`config.mk`:
```
export PLATFORM = sky130hd
export DESIGN_NAME = finv_arbiter
export DESIGN_NICKNAME = d
export VERILOG_FILES = /design/src/rtl/finv_arbiter.sv
export SDC_FILE = /design/constraint.sdc
export NUM_CORES = 1
export LEC_CHECK = 0
export ABC_AREA = 1
export BUFFER_PORTS_ARGS = -buffer_cell sky130_fd_sc_hd__buf_2
export CAP_MARGIN = 40
export CORE_AREA = 2 2 66 68
export CTS_CLUSTER_SIZE = 30
export DETAILED_ROUTE_END_ITERATION = 8
export DIE_AREA = 0 0 68 70
export PLACE_DENSITY = 0.79
export SLEW_MARGIN = 20
export SYNTH_ARGS = -nofsm -noshare
export SYNTH_HDL_FRONTEND = slang
export SYNTH_SLANG_ARGS = --single-unit
```
`constraint.sdc`:
```
create_clock -name clk -period 1.94 [get_ports clk]
set_clock_uncertainty 0.2 [all_clocks]
set_input_delay 0.097 -clock clk [delete_from_list [all_inputs] [get_ports clk]]
set_output_delay 0.097 -clock clk [all_outputs]
set_load 0.05 [all_outputs]
```
`src/rtl/finv_arbiter.sv`:
```
// finv_arbiter: round-robin sharing of one pipelined reciprocal unit between two requesters,
// with a tag pipeline that routes each result back to its issuer.
module finv_arbiter #(
  parameter int LATENCY = 3,
  parameter int CW      = 2
) (
  input  logic        clk,
  input  logic        rst_n,
  input  logic        req0,
  input  logic        req1,
  input  logic [31:0] op0,
  input  logic [31:0] op1,
  output logic        gnt0,
  output logic        gnt1,
  input  logic        stall,
  output logic [31:0] finv_a,
  input  logic [31:0] finv_s,
  output logic [31:0] res_data,
  output logic        res0_valid,
  output logic        res1_valid,
  output logic        pend0,
  output logic        pend1,
  output logic        idle
);
  logic               r_last;
  logic [LATENCY-1:0] r_vld;
  logic [LATENCY-1:0] r_tag;
  logic [CW-1:0]      r_cnt0;
  logic [CW-1:0]      r_cnt1;
  logic               w_en;
  always_comb begin
    w_en       = rst_n & ~stall;
    gnt0       = w_en & req0 & (~req1 | r_last);
    gnt1       = w_en & req1 & (~req0 | ~r_last);
    finv_a     = gnt0 ? op0 : gnt1 ? op1 : 32'h0;
    res_data   = finv_s;
    res0_valid = r_vld[LATENCY-1] & ~r_tag[LATENCY-1];
    res1_valid = r_vld[LATENCY-1] & r_tag[LATENCY-1];
    pend0      = r_cnt0 != '0;
    pend1      = r_cnt1 != '0;
    idle       = ~pend0 & ~pend1;
  end
  always_ff @(posedge clk) begin
    if (!rst_n) begin
      r_last <= 1'b1;
      r_vld  <= '0;
      r_tag  <= '0;
      r_cnt0 <= '0;
      r_cnt1 <= '0;
    end else begin
      if (gnt0 | gnt1) r_last <= gnt1;
      r_vld[0] <= gnt0 | gnt1;
      r_tag[0] <= gnt1;
      for (int i = 1; i < LATENCY; i++) begin
        r_vld[i] <= r_vld[i-1];
        r_tag[i] <= r_tag[i-1];
      end
      // a grant and a retiring result in the same cycle cancel out
      r_cnt0 <= r_cnt0 + CW'(gnt0) - CW'(res0_valid);
      r_cnt1 <= r_cnt1 + CW'(gnt1) - CW'(res1_valid);
    end
  end
endmodule

```
After elaboration in Yosys (flattened, before gate mapping)
Cells that the tools add are included.

cells by class
  add/subtract/negate cells = 4
  multipliers = 0
  div/mod/pow operators = 0
  order comparisons = 0
  equality and inequality tests = 0
  shift operators = 0
  mux-type cells = 2
  bitwise operators = 18
  reductions and logical operators = 2

operators by type and width
  cell                       number
  2-to-1 mux 32 bit          2
  AND 1 bit                  8
  inverter 1 bit             7
  adder 2 x 1 -> 2 bit       2
  nonzero test 2 bit         2
  subtractor 2 x 1 -> 2 bit  2
  OR 1 bit                   3

storage, ports and cells
  bits in registers = 11
  bits in latches = 0
  RAM bits = 0
  memory bits (read-only) = 0
  input port bits = 101
  output and inout port bits = 71
  logic and storage cells = 31
  memories kept = 0

Longest topological paths before layout
Gate-level depths: netlist of run 1.

  depth in word-level cells = 6
  mapped depth = 10
  gate-level depth less buffers = 10

Least setup slack after synthesis of run 1
Ideal clock, no wire load.

  path type = reg2reg
  start = register r_vld[2]
  end = register r_cnt0[1]
  setup time = 0.113 ns
  data arrival time = 1.886 ns
  required time = 1.627 ns
  setup slack = -0.259 ns
  stages on the path, launching flop included = 10
  buffers on the path = 0
  clock period less this slack = 2.199 ns
  cells stage by stage = dfxtp_1 inv_1 nor2_1 ha_1 inv_1 ha_1 xor2_1 nand2_1 nand2_1 nor2_1

on the way
  word-level cells in the longest chain between the ends = 2

RTL lines
  item                             line  text
  start, declared                  26    logic [LATENCY-1:0] r_vld;
  start signal, assigned by index  55    r_vld[i] <= r_vld[i-1];
  AND 1 bit                        37    res0_valid = r_vld[LATENCY-1] & ~r_tag[LATENCY-1];
  net res0_valid                   19    output logic res0_valid,
  subtractor 2 x 1 -> 2 bit        59    r_cnt0 <= r_cnt0 + CW'(gnt0) - CW'(res0_valid);
  end signal, assigned             59
  end, declared                    28    logic [CW-1:0] r_cnt0;

The timed path passes the listed nets, and every way through them passes these cells.
A chain may end at the register's enable or synchronous reset.

Final worst setup path of run 1
  start = register r_last
  end = output finv_a[14]

on the way
  word-level cells in the longest chain between the ends = 5
  elaborated cells on any way between the ends = 7
  those cells by class = 2 x mux; 5 x bitwise

RTL lines
  item                    line  text
  start, declared         25    logic r_last;
  start signal, assigned  51    if (gnt0 | gnt1) r_last <= gnt1;
  inverter 1 bit          34    gnt1 = w_en & req1 & (~req0 | ~r_last);
  OR 1 bit                34
  AND 1 bit               34
  2-to-1 mux 32 bit       35    finv_a = gnt0 ? op0 : gnt1 ? op1 : 32'h0;
  2-to-1 mux 32 bit (*)   35
  end, declared           16    output logic [31:0] finv_a,

Every way passes the cells marked *; elsewhere a longest branch is shown, timed or not.

==> qor.csv, run 1 <==
metric;value;unit
status;completed;
gp_congestion;0.797;
worstSetupPathType;register to primary output;
place_hpwl;2.54;mm
cp.arrival;1500;ps
drive_gt1_share;39.1;%
fp.dieH;70;µm
fmaxAchievable;556;MHz
fin_crit;1800;ps
diodes;0;
path_cells;inv_1, nand2_1, nand3_2, inv_4, buf_12, nand2_1, nand2_1, buf_2;
cts_sinks;11;
p_sw_share;46.3;%
synth_cells;205;
cp.required;1640;ps
synth_warnings;0;
crit_family;buffers and inverters;
hold_ws;63.0;ps
endpoint_kind;primary output;
nNetsFinal;422;
root_buffer;clkbuf_8;
drt-total-wl;3.76;mm
wl_per_cell;10.2;µm
ys_types;17;
grtUsageTotal;13.4;%
drc;0;
overflow;0;
timing.final.crit_share;92.7;%
avgSynthCellArea;5.80;µm²
hp-class;primary input to register;
grt_pass1_wl;5.16;mm
clk_pin_slew;50;ps
start_util;28.7;%
io_pins;172;
coreArea;0.00414;mm²
clkPwrFrac;23.0;%
h-tree-depth;1;
vias;1551;
synth_area_leaders;nand2_1 (36%), buf_4 (22%), dfxtp_1 (19%), inv_1 (5.7%), buf_6 (3.8%);
syn-num-nets;309;
crit_top_cell;nand2_1;
slew_violations;0;
yosysTopAreaCell;nand2_1;
clk_latency;240;ps
synth_top_area_share;36.3;%
internal_power;0.000537;W
worst-path-max-fanout;23;
via_per_inst;4.20;
ys_ff_latch;11;
cp-start-kind;register;
p_comb_share;53.0;%
p_per_area;503;mW/mm²
max_slew_margin;65.6;%
leakage;1.26;nW
seqPwrFrac;24.0;%
rows;24;
cts_tree;built;
p_switching;0.000462;W
worst-path-buf-inv;4;
setup_ws;142;ps
synth-seq-area-share;18.5;%
die_w;68;µm
postRouteAntennaNets;0;
first_iter_violations;24;
synth_area;0.00119;mm²
grt_pass1_vias;1343;
cts_buffers;3;
hold_viol;0;
cp_slowest_cell;dfxtp_1;
place_ws;253;ps
max-cap-violations;0;
dieArea;0.00476;mm²
worstMarginPinSlew;515;ps
io_buffers;107;
syn_to_final_growth;66.9;%
vdd_ir_drop_max;298;µV
grt_max_degree;36;
antenna_found_initial;0;
finalSetupViolCount;0;
dr.pass1.iters;4;
clockBufferDepth;2;
critPathMaxStageDelay;340;ps
-- worst min-delay path: stages --
cell	delay, ps
buf_2	120
nand4_1	120
nand2_1	80
a21oi_1	40
-- cell usage in the layout (no fill, tap or decap) --
cell type	n
a21oi_1	1
buf_12	2
buf_2	94
buf_4	1
clkbuf_4	13
clkbuf_8	3
clkinv_2	1
dfxtp_1	11
dlygate4sd3_1	36
ha_1	3
inv_1	18
inv_2	2
inv_4	1
nand2_1	115
nand3_1	2
nand3_2	1
nand3_4	1
nand4_1	1
nor2_1	5
nor2_2	2
nor2_4	1
nor2_8	1
or2_2	1
xor2_1	1
-- kinds of logic after synthesis --
kind of cell | synth area share, %
flip-flops | 18.5
AO/OA/AOI/OAI | 0.421
buffers and inverters | 32.5
AND/OR/NAND/NOR | 44.6
XOR/XNOR | 0.737
adder cells (fa/ha/maj) | 3.16
-- path summary, 6_finish.rpt --
path / slack, ps / to / startpoint / cells after the start
worst max register to register: 340 / r_last$_SDFFE_PN1P_ / r_last$_SDFFE_PN1P_ / 6
worst min register to register: 210 / r_tag[1]$_SDFF_PN0_ / r_tag[0]$_SDFF_PN0_ / 2
worst min-delay path: 60 / r_cnt1[0]$_SDFF_PN0_ / req1 / 4
worst max-delay path: 140 / finv_a[14] / r_last$_SDFFE_PN1P_ / 8
-- registers in the layout (all words and copies together), names as in the netlist --
| register | count |
|---|---|
| r_cnt0 | 2 |
| r_vld | 3 |
| r_cnt1 | 2 |
| r_last | 1 |
| r_tag | 3 |
-- power by group through the flow --
| stage | registers, W | logic (W) | clock network, W |
|---|---|---|---|
| 5_1_grt | 0.000240 | 0.000560 | 0.000250 |
| 3_3_place_gp | 0.000244 | 0.000325 | 0 |
| 2_1_floorplan | 0.000243 | 0.000394 | 0 |
| 3_5_place_dp | 0.000244 | 0.000329 | 0 |
| 6_report | 0.000239 | 0.000529 | 0.000230 |
| 4_1_cts | 0.000239 | 0.000516 | 0.000238 |
-- layer usage --
metal | track usage (%) | routed length [µm]
met1 | 13.6 | 1340
met4 | 5.11 | 49
met5 | 0 | 0
met3 | 1.13 | 352
met2 | 26.4 | 2010
-- cells in the mapped netlist --
cell / n
xor2_1: 1
nand4_1: 1
nor2_1: 6
dfxtp_1: 11
or2_2: 1
nand2_1: 115
nor2_2: 1
nand3_4: 1
nor2_8: 1
nand3_2: 1
buf_4: 35
inv_1: 18
inv_2: 3
ha_1: 3
a21oi_1: 1
nand3_1: 2
buf_6: 4
-- area by class of cell --
class / count / area (µm²)
tap: 52 / 65.1
sequential: 11 / 220
multi-input combinational: 135 / 596
clock inverter: 1 / 5.00
clock buffer: 3 / 41.3
inverter: 21 / 81.3
fill: 411 / 2160
timing repair buffer: 146 / 976
-- per-stage QoR --
step | power (W) | utilization (%) | cell area (µm²) | instances | setup TNS, ps
final | 0.000999 | 47.9 | 1980 | 369 | 0
after global routing | 0.00105 | 47.9 | 1980 | 369 | -10.6
after global placement | 0.000569 | 36.3 | 1500 | 326 | 0
after detailed placement | 0.000573 | 36.3 | 1500 | 326 | 0
after floorplan | 0.000637 | - | 1190 | 205 | 0
after CTS | 0.000993 | 46.1 | 1910 | 366 | 0
-- timing repair --
| action | 4_1_cts | 5_1_grt |
|---|---|---|
| setup endpoints to repair | 0 | 31 |
| gates resized for setup | 0 | 14 |
| setup buffers | 0 | 2 |
| hold buffers | 36 | 0 |
| hold endpoints to repair | 43 | 0 |
Note: power is estimated with default switching activity, not from simulation.
==> inputs of run 2 (changes only) <==
--- a/config.mk
+++ b/config.mk
@@ -5,14 +5,14 @@
 export SDC_FILE = /design/constraint.sdc
 export NUM_CORES = 1
 export LEC_CHECK = 0
-export ABC_AREA = 1
+export ABC_AREA = 0
 export BUFFER_PORTS_ARGS = -buffer_cell sky130_fd_sc_hd__buf_2
 export CAP_MARGIN = 40
 export CORE_AREA = 2 2 66 68
 export CTS_CLUSTER_SIZE = 30
 export DETAILED_ROUTE_END_ITERATION = 8
 export DIE_AREA = 0 0 68 70
-export PLACE_DENSITY = 0.79
+export PLACE_DENSITY = 0.75
 export SLEW_MARGIN = 20
 export SYNTH_ARGS = -nofsm -noshare
 export SYNTH_HDL_FRONTEND = slang
==> qor.csv, run 2 <==
metric;value;unit;change
syn_to_final_growth;73.7;%;was 66.9%
leakage;1.00;nW;was 1.26 nW
clk_latency;230;ps;was 240 ps
nFillCells;406;;was 411
synth-edff-count;0;;unchanged
top_regs;r_tag: 3 flops, r_vld: 3 flops;;unchanged
yosysTopAreaCell;a22o_1;;was nand2_1
syn-num-nets;222;;was 309
design_area;0.00182;mm²;was 0.00198 mm²
grtUsageTotal;13.1;%;was 13.4%
h-tree-depth;1;;unchanged
clk_pin_slew;50;ps;about the same
fmaxAchievable;545;MHz;was 556 MHz
start_util;25.2;%;was 28.7%
synth_top_area_share;26.8;%;was 36.3%
synth_area;0.00105;mm²;was 0.00119 mm²
synth-seq-area-share;21.1;%;was 18.5%
root_buffer;clkbuf_8;;unchanged
diodes;0;;unchanged
rows;24;;unchanged
max-cap-violations;0;;unchanged
multi_input_area;503;µm²;was 596 µm²
place_hpwl;2.41;mm;was 2.54 mm
place_area;0.00140;mm²;was 0.00150 mm²
synthTopCellsByCount;buf_4 (36), a22o_1 (32), dfxtp_1 (11);;was nand2_1 (115), buf_4 (35), inv_1 (18)
vias;1264;;was 1551
ys_ff_latch;11;;unchanged
rrSetupSlack;230;ps;was 340 ps
avgSynthCellArea;8.86;µm²;was 5.80 µm²
cts_buffers;3;;unchanged
hp-class;primary input to register;;unchanged
final-instance-count-excl-fill;279;;was 369
via_per_inst;4.53;;was 4.20
finalSetupViolCount;0;;unchanged
setup_ws;105;ps;was 142 ps
placedCellCount;240;;was 326
drive_gt1_share;52.4;%;was 39.1%
synthArstFlopShare;0;%;unchanged
synthFlopType;dfxtp_1;;unchanged
crit_path_start;r_last$_SDFFE_PN1P_;;unchanged
antenna_found_initial;0;;unchanged
io_pins;172;;unchanged
timing.final.crit_share;94.6;%;was 92.7%
coreArea;0.00414;mm²;unchanged
dieArea;0.00476;mm²;unchanged
io_buffers;107;;unchanged
synth_warnings;0;;unchanged
overflow;0;;unchanged
postRouteAntennaNets;0;;unchanged
grt_pass1_vias;1122;;was 1343
clockBufferDepth;2;;unchanged
drt-total-wl;3.43;mm;was 3.76 mm
worstHoldStart;req1;;unchanged
hold_viol;0;;unchanged
grt_max_degree;35;;was 36
max_slew_margin;65.3;%;was 65.6%
first_iter_violations;49;;was 24
worstMarginPinSlew;518;ps;was 515 ps
dr.pass1.iters;6;;was 4
slew_violations;0;;unchanged
ys_types;22;;was 17
p_per_area;540;mW/mm²;was 503 mW/mm²
status;completed;;unchanged
grt_pass1_wl;4.84;mm;was 5.16 mm
regArea;220;µm²;unchanged
die_w;68;µm;unchanged
cts_tree;built;;unchanged
gp_congestion;0.703;;was 0.797
cp-start-kind;register;;unchanged
cts_sinks;11;;unchanged
endpoint_kind;primary output;;unchanged
final_cell_mix;buf_2 (100), dlygate4sd3_1 (35), a22o_1 (32);;was nand2_1 (115), buf_2 (94), dlygate4sd3_1 (36)
cp.required;1640;ps;about the same
fin_crit;1830;ps;was 1800 ps
timing.rr.start;r_tag[2]$_SDFF_PN0_;;was r_last$_SDFFE_PN1P_
synth_area_leaders;a22o_1 (27%), buf_4 (26%), dfxtp_1 (21%), and2_1 (4.8%), ha_1 (3.6%);;was nand2_1 (36%), buf_4 (22%), dfxtp_1 (19%), inv_1 (5.7%), buf_6 (3.8%)
nNetsFinal;332;;was 422
final_common_cell;buf_2;;was nand2_1
drc;0;;unchanged
place_ws;89.3;ps;was 253 ps
wl_per_cell;12.3;µm;was 10.2 µm
fp.dieH;70;µm;unchanged
cp.arrival;1540;ps;was 1500 ps
vdd_ir_drop_max;209;µV;was 298 µV
worstSetupPathType;register to primary output;;unchanged
hold_ws;40.4;ps;was 63.0 ps
worst-path-max-fanout;10;;was 23
yosysMostFrequentCell;buf_4;;was nand2_1
synth_cells;118;;was 205
rsz0062_at_grt;false;;
-- run 2: metal layers --
layer | up-vias | routed length, µm | track usage, %
li1 | 609 | - | -
met1 | 561 | 1340 | 15.6
met2 | 94 | 1760 | 23.6
met3 | 0 | 336 | 2.90
met4 | 0 | 0 | 2.00
met5 | - | 0 | 0
-- run 2: per-stage QoR --
| step | setup TNS [ps] | util, % | total power (W) |
|---|---|---|---|
| floorplan | -9.94 | - | 0.000634 |
| global placement | 0 | 33.8 | 0.000571 |
| detailed placement | 0 | 33.8 | 0.000574 |
| CTS | 0 | 43.4 | 0.000985 |
| global route | 0 | 43.8 | 0.00102 |
| finish | 0 | 43.8 | 0.000980 |
-- run 2: worst paths after layout --
path                          end  cells past startpoint
max                    finv_a[29]                      5
min           r_tag[0]$_SDFF_PN0_                      3
max reg2reg  r_cnt1[1]$_SDFF_PN0_                      5
min reg2reg   r_vld[1]$_SDFF_PN0_                      1
-- run 2: cell type report --
class | instances | area share, %
Clock buffer | 4 | 2.48
Inverter | 6 | 1.52
Multi-Input combinational cell | 62 | 27.7
Sequential cell | 11 | 12.1
Tap cell | 52 | 3.58
Timing Repair Buffer | 144 | 52.6
-- run 2: kinds of logic after synthesis --
kind of cell	after synthesis	share of synthesized area [%]
DFF	11	21.1
buffers and inverters	45	31.2
and+or+nand+nor	19	11.4
AOI/OAI and AO/OA	37	30.3
xor gates and xnor gates	3	2.51
adders and majority gates	3	3.59
-- run 2: power by group --
group / total [W] / switching, W / internal [W]
registers: 0.000239 / 0.00000347 / 0.000236
logic: 0.000519 / 0.000348 / 0.000171
clock network: 0.000222 / 0.0000781 / 0.000144
-- run 2: worst max-delay path: stages, from the launching register on --
cell,delay (ps)
dfxtp_1,350
nand2b_1,130
and3_2,230
buf_4,180
a22o_1,150
buf_2,260
-- run 2: what timing repair did --
action	4_1_cts	5_1_grt
endpoints found under the setup margin	32	32
resized for setup	1	7
pin swaps	0	0
hold endpoints to repair	41	0
hold buffers	35	0
buffers inserted	0	0
